===== src/rtl/chip_seq_pkg.sv =====
// =============================================================================
// Module   : chip_seq_pkg
// Purpose  : Shared types and helpers for the chip test sequencer.
// Revision : 1.0 - initial release
// =============================================================================
`default_nettype none

package chip_seq_pkg;

    localparam int STATS_W = 8;

    typedef enum logic [2:0] {
        IDLE    = 3'd0,
        LAUNCH  = 3'd1,
        WAIT    = 3'd2,
        CAPTURE = 3'd3,
        RELEASE = 3'd4,
        SHOW    = 3'd5
    } seq_state_t;

    typedef enum logic [1:0] {
        V_NONE    = 2'd0,
        V_PASS    = 2'd1,
        V_FAIL    = 2'd2,
        V_TIMEOUT = 2'd3
    } verdict_t;

    // A timeout overrides whatever stale result was captured earlier.
    function automatic verdict_t verdict_of(input logic res, input logic timed_out);
        if (timed_out) begin
            return V_TIMEOUT;
        end else if (res) begin
            return V_PASS;
        end
        return V_FAIL;
    endfunction

endpackage

`default_nettype wire


===== src/rtl/sync_edge_det.sv =====
// =============================================================================
// Module   : sync_edge_det
// Purpose  : Two-flop synchronizer followed by a rising-edge one-cycle pulse.
// Revision : 1.0 - initial release
// =============================================================================
`default_nettype none

module sync_edge_det (
    input  logic Clk,
    input  logic Reset_n,
    input  logic din_i,
    output logic pulse_o
);

    logic [1:0] sync_q;
    logic       prev_q;

    always_ff @(posedge Clk or negedge Reset_n) begin
        if (!Reset_n) begin
            sync_q <= 2'b00;
            prev_q <= 1'b0;
        end else begin
            sync_q <= {sync_q[0], din_i};
            prev_q <= sync_q[1];
        end
    end

    assign pulse_o = sync_q[1] & ~prev_q;

endmodule

`default_nettype wire


===== src/rtl/chip_test_sequencer.sv =====
// =============================================================================
// Module   : chip_test_sequencer
// Purpose  : Launches one checker on Start, waits for Done or timeout, releases
//            it and holds the verdict until Ack. Define STATS_EN for counters.
// Revision : 1.0 - initial release
// =============================================================================
`default_nettype none

module chip_test_sequencer
    import chip_seq_pkg::*;
#(
    parameter int NUM_CHIPS      = 8,
    parameter int SEL_W          = 3,
    parameter int TIMEOUT_CYCLES = 4096
) (
    input  logic                 Clk,
    input  logic                 Reset_n,
    input  logic                 Start,
    input  logic                 Ack,
    input  logic [SEL_W-1:0]     Chip_Sel,
    input  logic [NUM_CHIPS-1:0] Done_Vec,
    input  logic [NUM_CHIPS-1:0] RSLT_Vec,
    output logic [NUM_CHIPS-1:0] Run_Vec,
    output logic                 DISP_RSLT,
    output logic                 Busy,
    output logic [SEL_W-1:0]     Sel_Latched,
    output logic                 Pass,
    output logic                 Fail,
`ifdef STATS_EN
    output logic                 Timeout,
    output logic [STATS_W-1:0]   Pass_Cnt,
    output logic [STATS_W-1:0]   Fail_Cnt
`else
    output logic                 Timeout
`endif
);

    localparam int                CNT_W    = (TIMEOUT_CYCLES > 1) ? $clog2(TIMEOUT_CYCLES) : 1;
    localparam logic [CNT_W-1:0]  CNT_LAST = CNT_W'(TIMEOUT_CYCLES - 1);
    localparam logic [CNT_W-1:0]  CNT_MAX  = '1;
    localparam logic [31:0]       C_NUM    = NUM_CHIPS;

    logic [1:0]           rst_sync_q;
    logic                 w_rst_n;
    logic                 w_start_evt;
    logic                 w_ack_evt;
    logic                 w_sel_ok;
    logic [NUM_CHIPS-1:0] w_launch_vec;
    logic [NUM_CHIPS-1:0] w_sel_vec;
    logic                 w_done_sel;
    logic                 w_rslt_sel;

    seq_state_t           state_q;
    verdict_t             verdict_q;
    logic [SEL_W-1:0]     sel_q;
    logic [CNT_W-1:0]     cnt_q;
    logic                 to_q;
    logic                 res_q;
    logic [NUM_CHIPS-1:0] run_q;
    logic                 disp_q;

    // Assertion is immediate; release is aligned to Clk.
    always_ff @(posedge Clk or negedge Reset_n) begin
        if (!Reset_n) begin
            rst_sync_q <= 2'b00;
        end else begin
            rst_sync_q <= {rst_sync_q[0], 1'b1};
        end
    end

    assign w_rst_n = rst_sync_q[1];

    sync_edge_det u_start_det (
        .Clk     (Clk),
        .Reset_n (w_rst_n),
        .din_i   (Start),
        .pulse_o (w_start_evt)
    );

    sync_edge_det u_ack_det (
        .Clk     (Clk),
        .Reset_n (w_rst_n),
        .din_i   (Ack),
        .pulse_o (w_ack_evt)
    );

    assign w_sel_ok     = (32'(Chip_Sel) < C_NUM);
    assign w_launch_vec = NUM_CHIPS'(1) << Chip_Sel;
    assign w_sel_vec    = NUM_CHIPS'(1) << sel_q;
    assign w_done_sel   = |(Done_Vec & w_sel_vec);
    assign w_rslt_sel   = |(RSLT_Vec & w_sel_vec);

    always_ff @(posedge Clk or negedge w_rst_n) begin
        if (!w_rst_n) begin
            state_q   <= IDLE;
            verdict_q <= V_NONE;
            sel_q     <= '0;
            cnt_q     <= '0;
            to_q      <= 1'b0;
            res_q     <= 1'b0;
            run_q     <= '0;
            disp_q    <= 1'b0;
        end else begin
            case (state_q)
                IDLE: begin
                    if (w_start_evt && w_sel_ok) begin
                        sel_q   <= Chip_Sel;
                        cnt_q   <= '0;
                        to_q    <= 1'b0;
                        res_q   <= 1'b0;
                        run_q   <= w_launch_vec;
                        state_q <= LAUNCH;
                    end
                end
                LAUNCH: begin
                    run_q   <= '0;
                    state_q <= WAIT;
                end
                WAIT: begin
                    if (cnt_q != CNT_MAX) begin
                        cnt_q <= cnt_q + 1'b1;
                    end
                    // Done on the last allowed cycle still counts as a real finish.
                    if (w_done_sel) begin
                        state_q <= CAPTURE;
                    end else if (cnt_q == CNT_LAST) begin
                        to_q    <= 1'b1;
                        disp_q  <= 1'b1;
                        state_q <= RELEASE;
                    end
                end
                CAPTURE: begin
                    res_q   <= w_rslt_sel;
                    disp_q  <= 1'b1;
                    state_q <= RELEASE;
                end
                RELEASE: begin
                    disp_q    <= 1'b0;
                    verdict_q <= verdict_of(res_q, to_q);
                    state_q   <= SHOW;
                end
                SHOW: begin
                    if (w_ack_evt) begin
                        verdict_q <= V_NONE;
                        state_q   <= IDLE;
                    end
                end
                default: begin
                    run_q   <= '0;
                    disp_q  <= 1'b0;
                    state_q <= IDLE;
                end
            endcase
        end
    end

    assign Run_Vec     = run_q;
    assign DISP_RSLT   = disp_q;
    assign Sel_Latched = sel_q;
    assign Busy        = (state_q == LAUNCH) || (state_q == WAIT) ||
                         (state_q == CAPTURE) || (state_q == RELEASE);
    assign Pass        = (verdict_q == V_PASS);
    assign Fail        = (verdict_q == V_FAIL);
    assign Timeout     = (verdict_q == V_TIMEOUT);

`ifdef STATS_EN
    logic [STATS_W-1:0] pass_cnt_q;
    logic [STATS_W-1:0] fail_cnt_q;

    always_ff @(posedge Clk or negedge w_rst_n) begin
        if (!w_rst_n) begin
            pass_cnt_q <= '0;
            fail_cnt_q <= '0;
        end else if (state_q == RELEASE) begin
            if (res_q && !to_q) begin
                if (pass_cnt_q != '1) begin
                    pass_cnt_q <= pass_cnt_q + 1'b1;
                end
            end else if (fail_cnt_q != '1) begin
                fail_cnt_q <= fail_cnt_q + 1'b1;
            end
        end
    end

    assign Pass_Cnt = pass_cnt_q;
    assign Fail_Cnt = fail_cnt_q;
`endif

endmodule

`default_nettype wire


===== config.mk =====
export PLATFORM = sky130hd
export DESIGN_NAME = chip_test_sequencer
export DESIGN_NICKNAME = d
export VERILOG_FILES = /design/src/rtl/chip_seq_pkg.sv /design/src/rtl/sync_edge_det.sv /design/src/rtl/chip_test_sequencer.sv
export SDC_FILE = /design/constraint.sdc
export NUM_CORES = 1
export LEC_CHECK = 0
export ABC_CLOCK_PERIOD_IN_PS = 1600
export CORE_MARGIN = 5
export CORE_UTILIZATION = 50
export CTS_CLUSTER_DIAMETER = 100
export DETAILED_ROUTE_END_ITERATION = 6
export PLACE_DENSITY = 0.79
export SETUP_SLACK_MARGIN = 0.4
export SLEW_MARGIN = 0
export SYNTH_ARGS = -nofsm -noshare
export SYNTH_HDL_FRONTEND = slang
export SYNTH_SLANG_ARGS = --single-unit

===== constraint.sdc =====
create_clock -name Clk -period 1.6 [get_ports Clk]
set_clock_uncertainty 0.05 [all_clocks]
set_input_delay 0.24 -clock Clk [delete_from_list [all_inputs] [get_ports Clk]]
set_output_delay 0.24 -clock Clk [all_outputs]
set_load 0.03 [all_outputs]

## Word-level counts from Yosys, hierarchy flattened

Index checks and enable logic that the tools add are counted.

- Register bits after elaboration: 39
- Bits of input ports: 23
- Word-level logic and storage cells: 83

- Add/subtract/negate cells: 1
- Equal/unequal tests: 16
- Shift operators: 2
- Multiplexer cells: 24
- Bitwise operators: 8
- Reduce and logical (&&, ||, !) cells: 19

Operators with widths:

| cell | count |
|---|---|
| $mux W12 | 2 |
| $pmux W12 S2 | 1 |
| $pmux W3 S6 | 1 |
| $and A8 B8 Y8 | 2 |
| $pmux W8 S2 | 1 |
| $reduce_or A8 Y1 | 2 |
| $shl A1 B3 Y8 const A | 2 |
| $add A12 B1 Y12 const B | 1 |
| $eq A12 B12 Y1 const B | 1 |
| $mux W3 | 4 |
| $ne A12 B12 Y1 const B | 1 |
| $reduce_and A3 Y1 | 3 |
| $mux W2 | 4 |
| $mux W8 | 1 |
| $reduce_and A2 Y1 | 4 |
| $eq A3 B2 Y1 const B | 2 |
| $eq A3 B3 Y1 const B | 2 |
| $mux W1 | 6 |
| $ne A2 B2 Y1 const B | 3 |
| $reduce_bool A2 Y1 | 3 |
| $eq A2 B2 Y1 const B | 2 |
| $ne A2 B1 Y1 const B | 2 |
| $not A1 Y1 | 4 |
| $pmux W1 S2 | 2 |
| 11 further kinds | 14 |

## Logic depth before layout (Yosys ltp)

Gate-level depths: netlist of run 1.

- Depth after elaboration: 5
- Gate-level depth with buffers: 7

## By module

Synthesis of run 1 repeated with hierarchy kept, for this count alone.

- Cells, all modules: 199
- Area total of the unflattened synthesis: 1950.6 sq um

By module, submodules not included:

| module | times used | cells each | area each (sq um) |
|---|---|---|---|
| chip_test_sequencer | 1 | 191 | 1773.0 |
| sync_edge_det | 2 | 4 | 88.8 |

## Worst setup path after synthesis of run 1

No wires, ideal clock.

- Kind: reg-to-reg
- From: register sel_q[0] (netlist: Sel_Latched[0])
- To: register disp_q (netlist: DISP_RSLT)
- Library setup time: 0.126 ns
- Arrival time: 1.845 ns
- Data required time: 1.424 ns
- Setup slack: -0.421 ns
- Stages on the path, launching flop included: 5
- Buffers on the path: 0
- Clock period less this slack: 2.021 ns
- Cell sequence: dfrtp_1 mux4_2 mux2i_1 nand2_1 a311o_1

- Cells in the longest elaborated chain, start to end: 5

RTL lines:

| element | line | text |
|---|---|---|
| start: declaration | chip_test_sequencer.sv:55 | `logic [SEL_W-1:0] sel_q;` |
| start signal: assignment | chip_test_sequencer.sv:107 | `sel_q <= Chip_Sel;` |
| $shl A1 B3 Y8 | chip_test_sequencer.sv:89 | `assign w_sel_vec = NUM_CHIPS'(1) << sel_q;` |
| $and A8 B8 Y8 | chip_test_sequencer.sv:90 | `assign w_done_sel = \|(Done_Vec & w_sel_vec);` |
| $reduce_or A8 Y1 | chip_test_sequencer.sv:90 |  |
| $ne A2 B2 Y1 (no source line) | - |  |
| $reduce_and A3 Y1 (no source line) | - |  |
| end signal: assignment | chip_test_sequencer.sv:102 | `disp_q <= 1'b0;` |
| end signal: assignment | chip_test_sequencer.sv:128 | `disp_q <= 1'b1;` |
| end signal: assignment | chip_test_sequencer.sv:134 | `disp_q <= 1'b1;` |
| end: declaration | chip_test_sequencer.sv:60 | `logic disp_q;` |

No other way between the ends.
A chain may end at the register's enable or synchronous reset.

## Worst setup path in the final report of run 1

- From: register cnt_q[0]
- To: register cnt_q[10]

- Cells in the longest elaborated chain, start to end: 3
- Elaborated cells between the ends (all ways): 6

RTL lines:

| element | line | text |
|---|---|---|
| start: declaration | chip_test_sequencer.sv:56 | `logic [CNT_W-1:0] cnt_q;` |
| start signal: assignment | chip_test_sequencer.sv:121 | `cnt_q <= cnt_q + 1'b1;` |
| $add A12 B1 Y12 or $ne A12 B12 Y1 (tied branches) | chip_test_sequencer.sv:121, chip_test_sequencer.sv:120 |  |
| $mux W12 or $ne A2 B2 Y1 (tied branches) | - |  |
| $pmux W12 S2 or $reduce_and A3 Y1 (tied branches) | - |  |

Parallel ways exist; a longest one is shown, timed or not. The select of a mux whose other input is x is not followed.

==> run_summary.xml, run 1 <==
<?xml version="1.0" encoding="UTF-8"?>
<metrics>
  <group name="floorplanning">
    <metric name="placementRows" unit="">22</metric>
    <metric name="initial_utilization" unit="">0.510</metric>
    <metric name="design.die.area" unit="µm²">5030</metric>
    <metric name="core" unit="µm²">3630</metric>
    <metric name="dieWidth" unit="µm">70.9</metric>
    <metric name="floorplan.io_pins" unit="">39</metric>
    <metric name="die_y" unit="µm">70.9</metric>
  </group>
  <group name="synthesis">
    <metric name="synth_mux_area_frac" unit="">0.0594</metric>
    <metric name="yosysSeqAreaShare" unit="">0.526</metric>
    <metric name="synth_area" unit="µm²">1850</metric>
    <metric name="synth.area.top_cells" unit="">dfrtp_1 (53%), nand2_1 (6.7%), mux4_2 (4.9%)</metric>
    <metric name="post-synth-top-area-cell" unit="">dfrtp_1</metric>
    <metric name="mappedNetlistNets" unit="">203</metric>
    <metric name="synth_seq_cells" unit="">39</metric>
    <metric name="synth-async-reset-ratio" unit="">1.00</metric>
    <metric name="synthesized_area_fraction_occupied_by_ao_oa_aoi_and_oai_cells" unit="">0.159</metric>
    <metric name="post_synth_xor_area_fraction" unit="">0.0142</metric>
    <metric name="synth.yosys.warnings" unit="">0</metric>
    <metric name="post_synth_num_cell_types" unit="">38</metric>
    <metric name="synthFlopType" unit="">dfrtp_1</metric>
    <metric name="synth_top_family_by_area" unit="">simple AND/OR/NAND/NOR gates</metric>
    <metric name="synth_enable_flop_cells" unit="">0</metric>
    <metric name="post_synth.cell_area_avg" unit="µm²">10.4</metric>
    <metric name="synth_adder_area_share" unit="">0.0135</metric>
    <metric name="synthMostInstantiatedCell" unit="">dfrtp_1</metric>
    <metric name="synth_top_area_share" unit="">0.526</metric>
    <metric name="syn-instance-count" unit="">178</metric>
    <metric name="yosys.area_share.simple" unit="">0.204</metric>
    <metric name="post_synth_most_frequent_cells" unit="">dfrtp_1 (39), nand2_1 (33), o31ai_1 (11), o21ai_0 (8), a21oi_1 (7)</metric>
  </group>
  <group name="timing">
    <metric name="layout_worst_path_cycle_share" unit="">1.23</metric>
    <metric name="maxSlewHeadroom" unit="">0.657</metric>
    <metric name="worst_slack" unit="ns">-0.366</metric>
    <metric name="rsz0062_at_grt" unit="">true</metric>
    <metric name="finalHoldViolCount" unit="">0</metric>
    <metric name="setup_violations" unit="">32</metric>
    <metric name="worst_slew_pin_slew" unit="ns">0.513</metric>
    <metric name="achievable_clock_frequency" unit="MHz">509</metric>
    <metric name="timing.final.crit_period" unit="ns">1.97</metric>
    <metric name="finalMaxSlewViolations" unit="">0</metric>
  </group>
  <group name="clocking">
    <metric name="clock_tree_from_tritoncts" unit="">built</metric>
    <metric name="path_clk_slew" unit="ns">0.10</metric>
    <metric name="cts_buffers" unit="">5</metric>
    <metric name="h-tree-depth" unit="">2</metric>
    <metric name="clk_lat_worst_skew" unit="ns">0.32</metric>
    <metric name="clock-sinks" unit="">39</metric>
    <metric name="cts.path.max_buffers" unit="">2</metric>
    <metric name="cts-root-buf" unit="">clkbuf_8</metric>
  </group>
  <group name="detailed_routing">
    <metric name="initialDrtViolationCount" unit="">277</metric>
    <metric name="drt_drc_violations_left" unit="">0</metric>
    <metric name="drt_pass1_iterations" unit="">5</metric>
    <metric name="postRouteWirelength" unit="mm">8.97</metric>
    <metric name="avgViaCountPerCell" unit="">6.64</metric>
    <metric name="dr_total_vias" unit="">2250</metric>
    <metric name="ant_nets" unit="">0</metric>
    <metric name="detail_route.wl_per_cell" unit="µm">26.4</metric>
  </group>
  <group name="critical_path">
    <metric name="worst-setup-path-type" unit="">reg2reg</metric>
    <metric name="worstPathArrival" unit="ns">2.15</metric>
    <metric name="cp.required" unit="ns">1.78</metric>
    <metric name="critPathMaxFanout" unit="">3</metric>
    <metric name="critical-path-slowest-cell" unit="">or4b_4</metric>
    <metric name="critPathMaxStageDelay" unit="ns">0.60</metric>
    <metric name="crit_chain" unit="">ha_2 &gt; nand4_1 &gt; or4b_4 &gt; or3_4 &gt; a21oi_2</metric>
    <metric name="crit_path_start_kind" unit="">flip-flop</metric>
    <metric name="worstSetupEndpointType" unit="">flip-flop</metric>
  </group>
  <group name="global_routing">
    <metric name="grt_first_pass_wirelength" unit="mm">11.7</metric>
    <metric name="overflow" unit="">0</metric>
    <metric name="gr-usage-all-layers" unit="">0.307</metric>
    <metric name="first_global_vias" unit="">2257</metric>
    <metric name="initial_antenna_violation_count" unit="">0</metric>
    <metric name="grt_start_max_net_pins" unit="">21</metric>
  </group>
  <group name="pwr">
    <metric name="pwr-share-seq" unit="">0.237</metric>
    <metric name="cell_internal_pwr" unit="mW">3.76</metric>
    <metric name="leakage" unit="nW">1.55</metric>
    <metric name="pwr_density_cell" unit="nW/µm²">1890</metric>
    <metric name="share_of_total_power_in_the_clock_network" unit="">0.145</metric>
    <metric name="peakVddDrop" unit="µV">1040</metric>
    <metric name="p_sw" unit="mW">2.68</metric>
    <metric name="swShare" unit="">0.416</metric>
    <metric name="pwr-share-comb" unit="">0.618</metric>
  </group>
  <group name="cells_and_area">
    <metric name="area.growth.synth_to_final" unit="%">84.3</metric>
    <metric name="layout.cell_area.non_filler" unit="µm²">3420</metric>
    <metric name="drive_gt1_frac" unit="">0.536</metric>
    <metric name="finalNetCount" unit="">315</metric>
    <metric name="insertedDiodeCount" unit="">0</metric>
    <metric name="instances_no_fill" unit="">339</metric>
  </group>
  <group name="placement">
    <metric name="port-buffer-count" unit="">38</metric>
    <metric name="dp_cells" unit="">301</metric>
    <metric name="cell_area_placed" unit="µm²">2660</metric>
    <metric name="dp_hpwl" unit="mm">3.94</metric>
    <metric name="place.gp.congestion" unit="">0.894</metric>
  </group>
  <group name="run_status">
    <metric name="failing_checks" unit="">setup timing</metric>
    <metric name="status" unit="">finished, violations left</metric>
  </group>
  <group name="job">
    <metric name="maxCapViolations" unit="">0</metric>
  </group>
  <group name="hold_path">
    <metric name="hold_class" unit="">in2async</metric>
  </group>
</metrics>
-- final timing paths --
check,slack (ns),from,endpoint,depth (start not counted)
worst max-delay path,-0.37,cnt_q[0],cnt_q[10],5
worst min-delay path,0.03,Reset_n,rst_sync_q[1],1
worst max register to register,-0.37,cnt_q[0],cnt_q[10],5
worst min register to register,0.15,rst_sync_q[1],Run_Vec[1],0
max in group asynchronous,0.87,rst_sync_q[1],verdict_q[1],1
min in group Clk,0.31,u_ack_det.sync_q[0],u_ack_det.sync_q[1],0
-- critical path: cells and delay by family (launching register included) --
kind / cells / cell delay (ns)
simple gates: 3 / 1.12
compound gates: 1 / 0.14
fa+ha+maj: 1 / 0.20
flops: 1 / 0.38
-- per-layer routing --
metal  share of wire  vias to the layer above  track usage
met1            0.36                     1103        0.335
met3           0.083                       59        0.102
met4           0.062                        0        0.173
met2            0.49                      200        0.520
li1                -                      888            -
met5               0                        -            0
-- placed cells by master (no fill, tap or decap), drive strengths merged, types with 5 or more instances in the layout --
cell / netlist / final
a21oi: 7 / 7
buf: 2 / 90
clkbuf: 5 / 6
clkdlybuf4s50: 0 / 22
dfrtp: 39 / 39
nand2: 33 / 33
nand2b: 5 / 5
nand3: 6 / 6
nor2: 5 / 5
o21ai: 8 / 8
o31ai: 11 / 11
-- what timing repair did --
action / in CTS / in global routing
pin swaps: 20 / 11
hold buffers: 0 / 0
setup endpoints to repair: 47 / 47
resized for setup: 153 / 56
buffers inserted: 18 / 12
hold endpoints to repair: 0 / 0
-- area by class of cell --
cell class | instances | area (µm²)
multi-input cells | 129 | 1160
repair buffers | 112 | 1080
fillers | 109 | 216
well taps | 48 | 60.1
clock inverters | 2 | 38.8
inverters | 3 | 11.3
clock buffers | 6 | 82.6
flip-flops and latches | 39 | 983
-- power groups by stage --
stage / Sequential [mW] / Clock [mW] / Combinational [mW]
floorplan: 1.65 / 0 / 1.15
global placement: 1.43 / 0 / 2.23
detailed placement: 1.47 / 0 / 2.31
CTS: 1.46 / 0.903 / 3.23
global route: 1.55 / 0.987 / 4.12
finish: 1.53 / 0.932 / 3.98
-- through the flow --
step	power, mW	util	hold slack [ns]	setup WS [ns]	setup TNS (ns)
2_1_floorplan	2.80	-	-0.106	-0.231	-2.21
3_3_place_gp	3.66	0.733	0.147	-0.291	-4.54
3_5_place_dp	3.78	0.733	0.160	-0.395	-5.97
4_1_cts	5.59	0.868	0.0334	-0.268	-2.29
6_report	6.44	0.940	0.0324	-0.366	-5.79
5_1_grt	6.66	0.940	0.0165	-0.422	-7.13
-- cell families after synthesis --
| family | count (synthesis) |
|---|---|
| AOI/OAI and AO/OA | 43 |
| xor gates and xnor gates | 3 |
| adders and majority gates | 2 |
| buffers and inverters | 10 |
| DFF | 39 |
| muxes | 6 |
| other | 1 |
| and+or+nand+nor | 74 |
-- state kept, by name (all words and copies together), names as in the netlist, 2 cells and up --
name                cells
rst_sync_q              2
cnt_q                  12
state_q                 3
verdict_q               2
Run_Vec                 8
Sel_Latched             3
u_start_det.sync_q      2
u_ack_det.sync_q        2
Power figures use the tool's default switching activity.
==> run 2, diff against run 1 <==
Settings changed: CAP_MARGIN set to 20, CORE_UTILIZATION 50 to 51, CTS_BUF_LIST set to sky130_fd_sc_hd__clkbuf_4, PLACE_DENSITY 0.79 to 0.8.
==> run_summary.xml, run 2 <==
<?xml version="1.0" encoding="UTF-8"?>
<metrics>
  <group name="placement">
    <metric name="port-buffer-count" unit="">38</metric>
    <metric name="place.gp.congestion" unit="">0.798</metric>
    <metric name="dp_hpwl" unit="mm">3.58</metric>
  </group>
  <group name="timing">
    <metric name="worst_path_end_type" unit="">output port</metric>
    <metric name="worst_endpoint" unit="">Busy</metric>
  </group>
  <group name="synthesis">
    <metric name="synthFlopType" unit="">dfrtp_1</metric>
    <metric name="synth-async-reset-ratio" unit="">1.00</metric>
    <metric name="synth_enable_flop_cells" unit="">0</metric>
    <metric name="post_synth_num_cell_types" unit="">38</metric>
    <metric name="syn-instance-count" unit="">178</metric>
    <metric name="synth.area.top_cells" unit="">dfrtp_1 (53%), nand2_1 (6.7%), mux4_2 (4.9%)</metric>
    <metric name="synth.yosys.warnings" unit="">0</metric>
    <metric name="yosysSeqAreaShare" unit="">0.526</metric>
    <metric name="post-synth-top-area-cell" unit="">dfrtp_1</metric>
    <metric name="synth_seq_cells" unit="">39</metric>
    <metric name="synthMostInstantiatedCell" unit="">dfrtp_1</metric>
    <metric name="post_synth.cell_area_avg" unit="µm²">10.4</metric>
    <metric name="synth_top_area_share" unit="">0.526</metric>
    <metric name="post_synth_most_frequent_cells" unit="">dfrtp_1 (39), nand2_1 (33), o31ai_1 (11), o21ai_0 (8), a21oi_1 (7)</metric>
    <metric name="mappedNetlistNets" unit="">203</metric>
    <metric name="synth_area" unit="µm²">1850</metric>
  </group>
  <group name="run_status">
    <metric name="lastStage" unit="">global routing</metric>
    <metric name="stop_error" unit="">[ERROR DPL-0033] detailed placement checks failed during check placement.</metric>
    <metric name="status" unit="">did not finish</metric>
  </group>
  <group name="clocking">
    <metric name="cts-root-buf" unit="">clkbuf_4</metric>
    <metric name="cts.path.max_buffers" unit="">2</metric>
    <metric name="clock-sinks" unit="">39</metric>
    <metric name="h-tree-depth" unit="">2</metric>
    <metric name="cts_buffers" unit="">5</metric>
  </group>
  <group name="floorplanning">
    <metric name="dieWidth" unit="µm">70.3</metric>
    <metric name="die_y" unit="µm">70.3</metric>
    <metric name="floorplan.io_pins" unit="">39</metric>
    <metric name="initial_utilization" unit="">0.518</metric>
    <metric name="placementRows" unit="">22</metric>
  </group>
  <group name="global_routing">
    <metric name="grt_start_max_net_pins" unit="">38</metric>
    <metric name="initial_antenna_violation_count" unit="">0</metric>
  </group>
</metrics>
-- run 2: logic make-up after synthesis --
group / synth area share
muxes: 0.0594
adders and majority gates: 0.0135
xor gates and xnor gates: 0.0142
DFF: 0.526
buffers and inverters: 0.0216
and+or+nand+nor: 0.204
AOI/OAI and AO/OA: 0.159
other: 0.00202
-- run 2: timing repair --
item                                   4_1_cts
hold buffers                                 1
gates resized for setup                    157
setup endpoints to repair                   47
pin swaps                                   21
endpoints found under the hold margin        2
setup buffers                               26
-- run 2: per-stage QoR --
stage                     worst slack (ns)  utilization  cell area [µm²]  instances  setup TNS (ns)
after floorplan                     -0.231            -             1930        178           -2.21
after global placement              -0.258        0.732             2620        297           -3.40
after detailed placement            -0.390        0.732             2620        297           -5.10
after CTS                           -0.256        0.879             3150        332           -3.89
==> run 3, diff against run 2 <==
Settings changed: CORE_UTILIZATION 51 to 36, CTS_BUF_LIST sky130_fd_sc_hd__clkbuf_4 to unset, CTS_CLUSTER_DIAMETER 100 to unset, PLACE_DENSITY 0.8 to unset, PLACE_DENSITY_LB_ADDON set to 0.15, SETUP_SLACK_MARGIN 0.4 to unset.
==> run_summary.xml, run 3 (same netlist as run 1, synthesis figures left out) <==
<?xml version="1.0" encoding="UTF-8"?>
<metrics>
  <group name="critical_path">
    <metric name="worstSetupEndpointType" unit="">flip-flop</metric>
    <metric name="setup.reg_to_reg.worst_slack" unit="ns">-0.23</metric>
    <metric name="worst-setup-path-type" unit="">reg2reg</metric>
    <metric name="critPathMaxFanout" unit="">2</metric>
    <metric name="crit_path_start_kind" unit="">flip-flop</metric>
    <metric name="worstPathArrival" unit="ns">2.00</metric>
    <metric name="cp.required" unit="ns">1.76</metric>
  </group>
  <group name="pwr">
    <metric name="cell_internal_pwr" unit="mW">3.00</metric>
    <metric name="leakage" unit="nW">1.33</metric>
    <metric name="p_sw" unit="mW">1.85</metric>
    <metric name="swShare" unit="">0.382</metric>
    <metric name="pwr_density_cell" unit="nW/µm²">1650</metric>
    <metric name="pwr-share-comb" unit="">0.510</metric>
    <metric name="share_of_total_power_in_the_clock_network" unit="">0.200</metric>
    <metric name="peakVddDrop" unit="µV">735</metric>
    <metric name="pwr-share-seq" unit="">0.290</metric>
    <metric name="total_power" unit="mW">4.85</metric>
  </group>
  <group name="cells_and_area">
    <metric name="finalNetCount" unit="">290</metric>
    <metric name="mostFrequentLayoutCell" unit="">buf_4</metric>
    <metric name="insertedDiodeCount" unit="">0</metric>
    <metric name="top_register" unit="">cnt_q</metric>
    <metric name="layout_common_cells" unit="">buf_4 (41), dfrtp_1 (38), nand2_1 (32), clkdlybuf4s50_1 (22), dlygate4sd2_1 (12)</metric>
    <metric name="largest_reg_flops" unit="">12</metric>
    <metric name="area.growth.synth_to_final" unit="%">58.3</metric>
    <metric name="drive_gt1_frac" unit="">0.323</metric>
    <metric name="instances_no_fill" unit="">336</metric>
  </group>
  <group name="detailed_routing">
    <metric name="detail_route.wl_per_cell" unit="µm">15.1</metric>
    <metric name="initialDrtViolationCount" unit="">142</metric>
    <metric name="drt_drc_violations_left" unit="">0</metric>
    <metric name="dr_total_vias" unit="">1706</metric>
    <metric name="ant_nets" unit="">0</metric>
    <metric name="drt_pass1_iterations" unit="">4</metric>
    <metric name="avgViaCountPerCell" unit="">5.08</metric>
    <metric name="postRouteWirelength" unit="mm">5.07</metric>
  </group>
  <group name="run_status">
    <metric name="status" unit="">finished, violations left</metric>
    <metric name="failing_checks" unit="">setup timing</metric>
  </group>
  <group name="clocking">
    <metric name="post_cts_hold_buffer_count" unit="">0</metric>
    <metric name="h-tree-depth" unit="">2</metric>
    <metric name="cts.path.max_buffers" unit="">2</metric>
    <metric name="clock_tree_from_tritoncts" unit="">built</metric>
    <metric name="cts_buffers" unit="">5</metric>
    <metric name="clock-sinks" unit="">39</metric>
    <metric name="path_clk_slew" unit="ns">0.08</metric>
    <metric name="clk_lat_worst_skew" unit="ns">0.29</metric>
    <metric name="cts-root-buf" unit="">clkbuf_8</metric>
  </group>
  <group name="floorplanning">
    <metric name="dieWidth" unit="µm">81.8</metric>
    <metric name="placementRows" unit="">26</metric>
    <metric name="design.die.area" unit="µm²">6690</metric>
    <metric name="core" unit="µm²">5040</metric>
    <metric name="initial_utilization" unit="">0.368</metric>
    <metric name="floorplan.io_pins" unit="">39</metric>
    <metric name="die_y" unit="µm">81.8</metric>
  </group>
  <group name="timing">
    <metric name="finalHoldViolCount" unit="">0</metric>
    <metric name="timing.final.crit_period" unit="ns">1.83</metric>
    <metric name="finalHoldWorstSlack" unit="ns">0.0557</metric>
    <metric name="rsz0062_at_grt" unit="">true</metric>
    <metric name="setup_violations" unit="">19</metric>
    <metric name="finalMaxSlewViolations" unit="">0</metric>
    <metric name="layout_worst_path_cycle_share" unit="">1.15</metric>
    <metric name="worst_slack" unit="ns">-0.235</metric>
    <metric name="achievable_clock_frequency" unit="MHz">545</metric>
    <metric name="setup_total_negative_slack" unit="ns">-1.68</metric>
  </group>
  <group name="placement">
    <metric name="pre_cts_slack" unit="ns">-0.302</metric>
    <metric name="port-buffer-count" unit="">38</metric>
    <metric name="dp_cells" unit="">319</metric>
    <metric name="place.gp.congestion" unit="">0.740</metric>
    <metric name="dp_hpwl" unit="mm">3.73</metric>
  </group>
  <group name="global_routing">
    <metric name="overflow" unit="">0</metric>
    <metric name="first_global_vias" unit="">1890</metric>
    <metric name="grt_start_max_net_pins" unit="">26</metric>
    <metric name="grt_first_pass_wirelength" unit="mm">8.67</metric>
    <metric name="gr-usage-all-layers" unit="">0.167</metric>
    <metric name="initial_antenna_violation_count" unit="">0</metric>
  </group>
  <group name="job">
    <metric name="maxCapViolations" unit="">0</metric>
  </group>
  <group name="hold_path">
    <metric name="hold_class" unit="">in2async</metric>
  </group>
</metrics>
run 3: final cells by class:
class | count | area (µm²)
fillers | 431 | 2110
flip-flops and latches | 39 | 977
multi-input cells | 129 | 962
repair buffers | 87 | 761
well taps | 70 | 87.6
clock buffers | 5 | 68.8
clock inverters | 3 | 67.6
inverters | 3 | 11.3
run 3: per-stage QoR:
stage | utilization | instance area (µm²)
after CTS | 0.573 | 2890
final | 0.582 | 2940
after global placement | 0.519 | 2620
after floorplan | - | 1890
after detailed placement | 0.519 | 2620
after global routing | 0.582 | 2940
run 3: worst paths after layout:
check / start / end / cells after the start
hold reg to reg: rst_sync_q[1] / cnt_q[7] / 1
hold / removal: Reset_n / rst_sync_q[0] / 1
setup reg to reg: state_q[2] / cnt_q[10] / 4
max in group asynchronous: rst_sync_q[1] / Sel_Latched[0] / 1
setup / recovery: state_q[2] / cnt_q[10] / 4
min in group Clk: u_ack_det.sync_q[0] / u_ack_det.sync_q[1] / 0
run 3: power by group through the flow:
stage	clock network (mW)	registers, mW	logic [mW]
2_1_floorplan	0	1.65	1.04
3_3_place_gp	0	1.42	2.18
3_5_place_dp	0	1.43	2.23
4_1_cts	1.00	1.41	2.38
5_1_grt	1.05	1.44	2.69
6_report	0.971	1.41	2.47
run 3: metal layers:
| layer | up-vias | wire (µm) | track usage |
|---|---|---|---|
| met5 | - | 0 | 0 |
| met4 | 0 | 23 | 0.0482 |
| met3 | 4 | 170 | 0.0384 |
| met2 | 31 | 2670 | 0.288 |
| met1 | 844 | 2210 | 0.209 |
| li1 | 827 | - | - |
run 3: critical path, stage by stage (launching register included):
cell and delay [ns]:
dfrtp_1 0.37, or3b_1 0.40, or4b_4 0.50, or3_1 0.32
a21oi_1 0.13
run 3: timing repair:
action	in CTS	in global routing
cloned	0	0
resized for setup	40	9
pin swaps	8	1
endpoints found under the setup margin	33	32
setup buffers	6	4
==> run 4, diff against run 3 <==
Settings changed: GPL_ROUTABILITY_DRIVEN set to 0.
==> results of run 4 <==
Same layout as run 3: the final DEF is identical, and so are final timing and power.
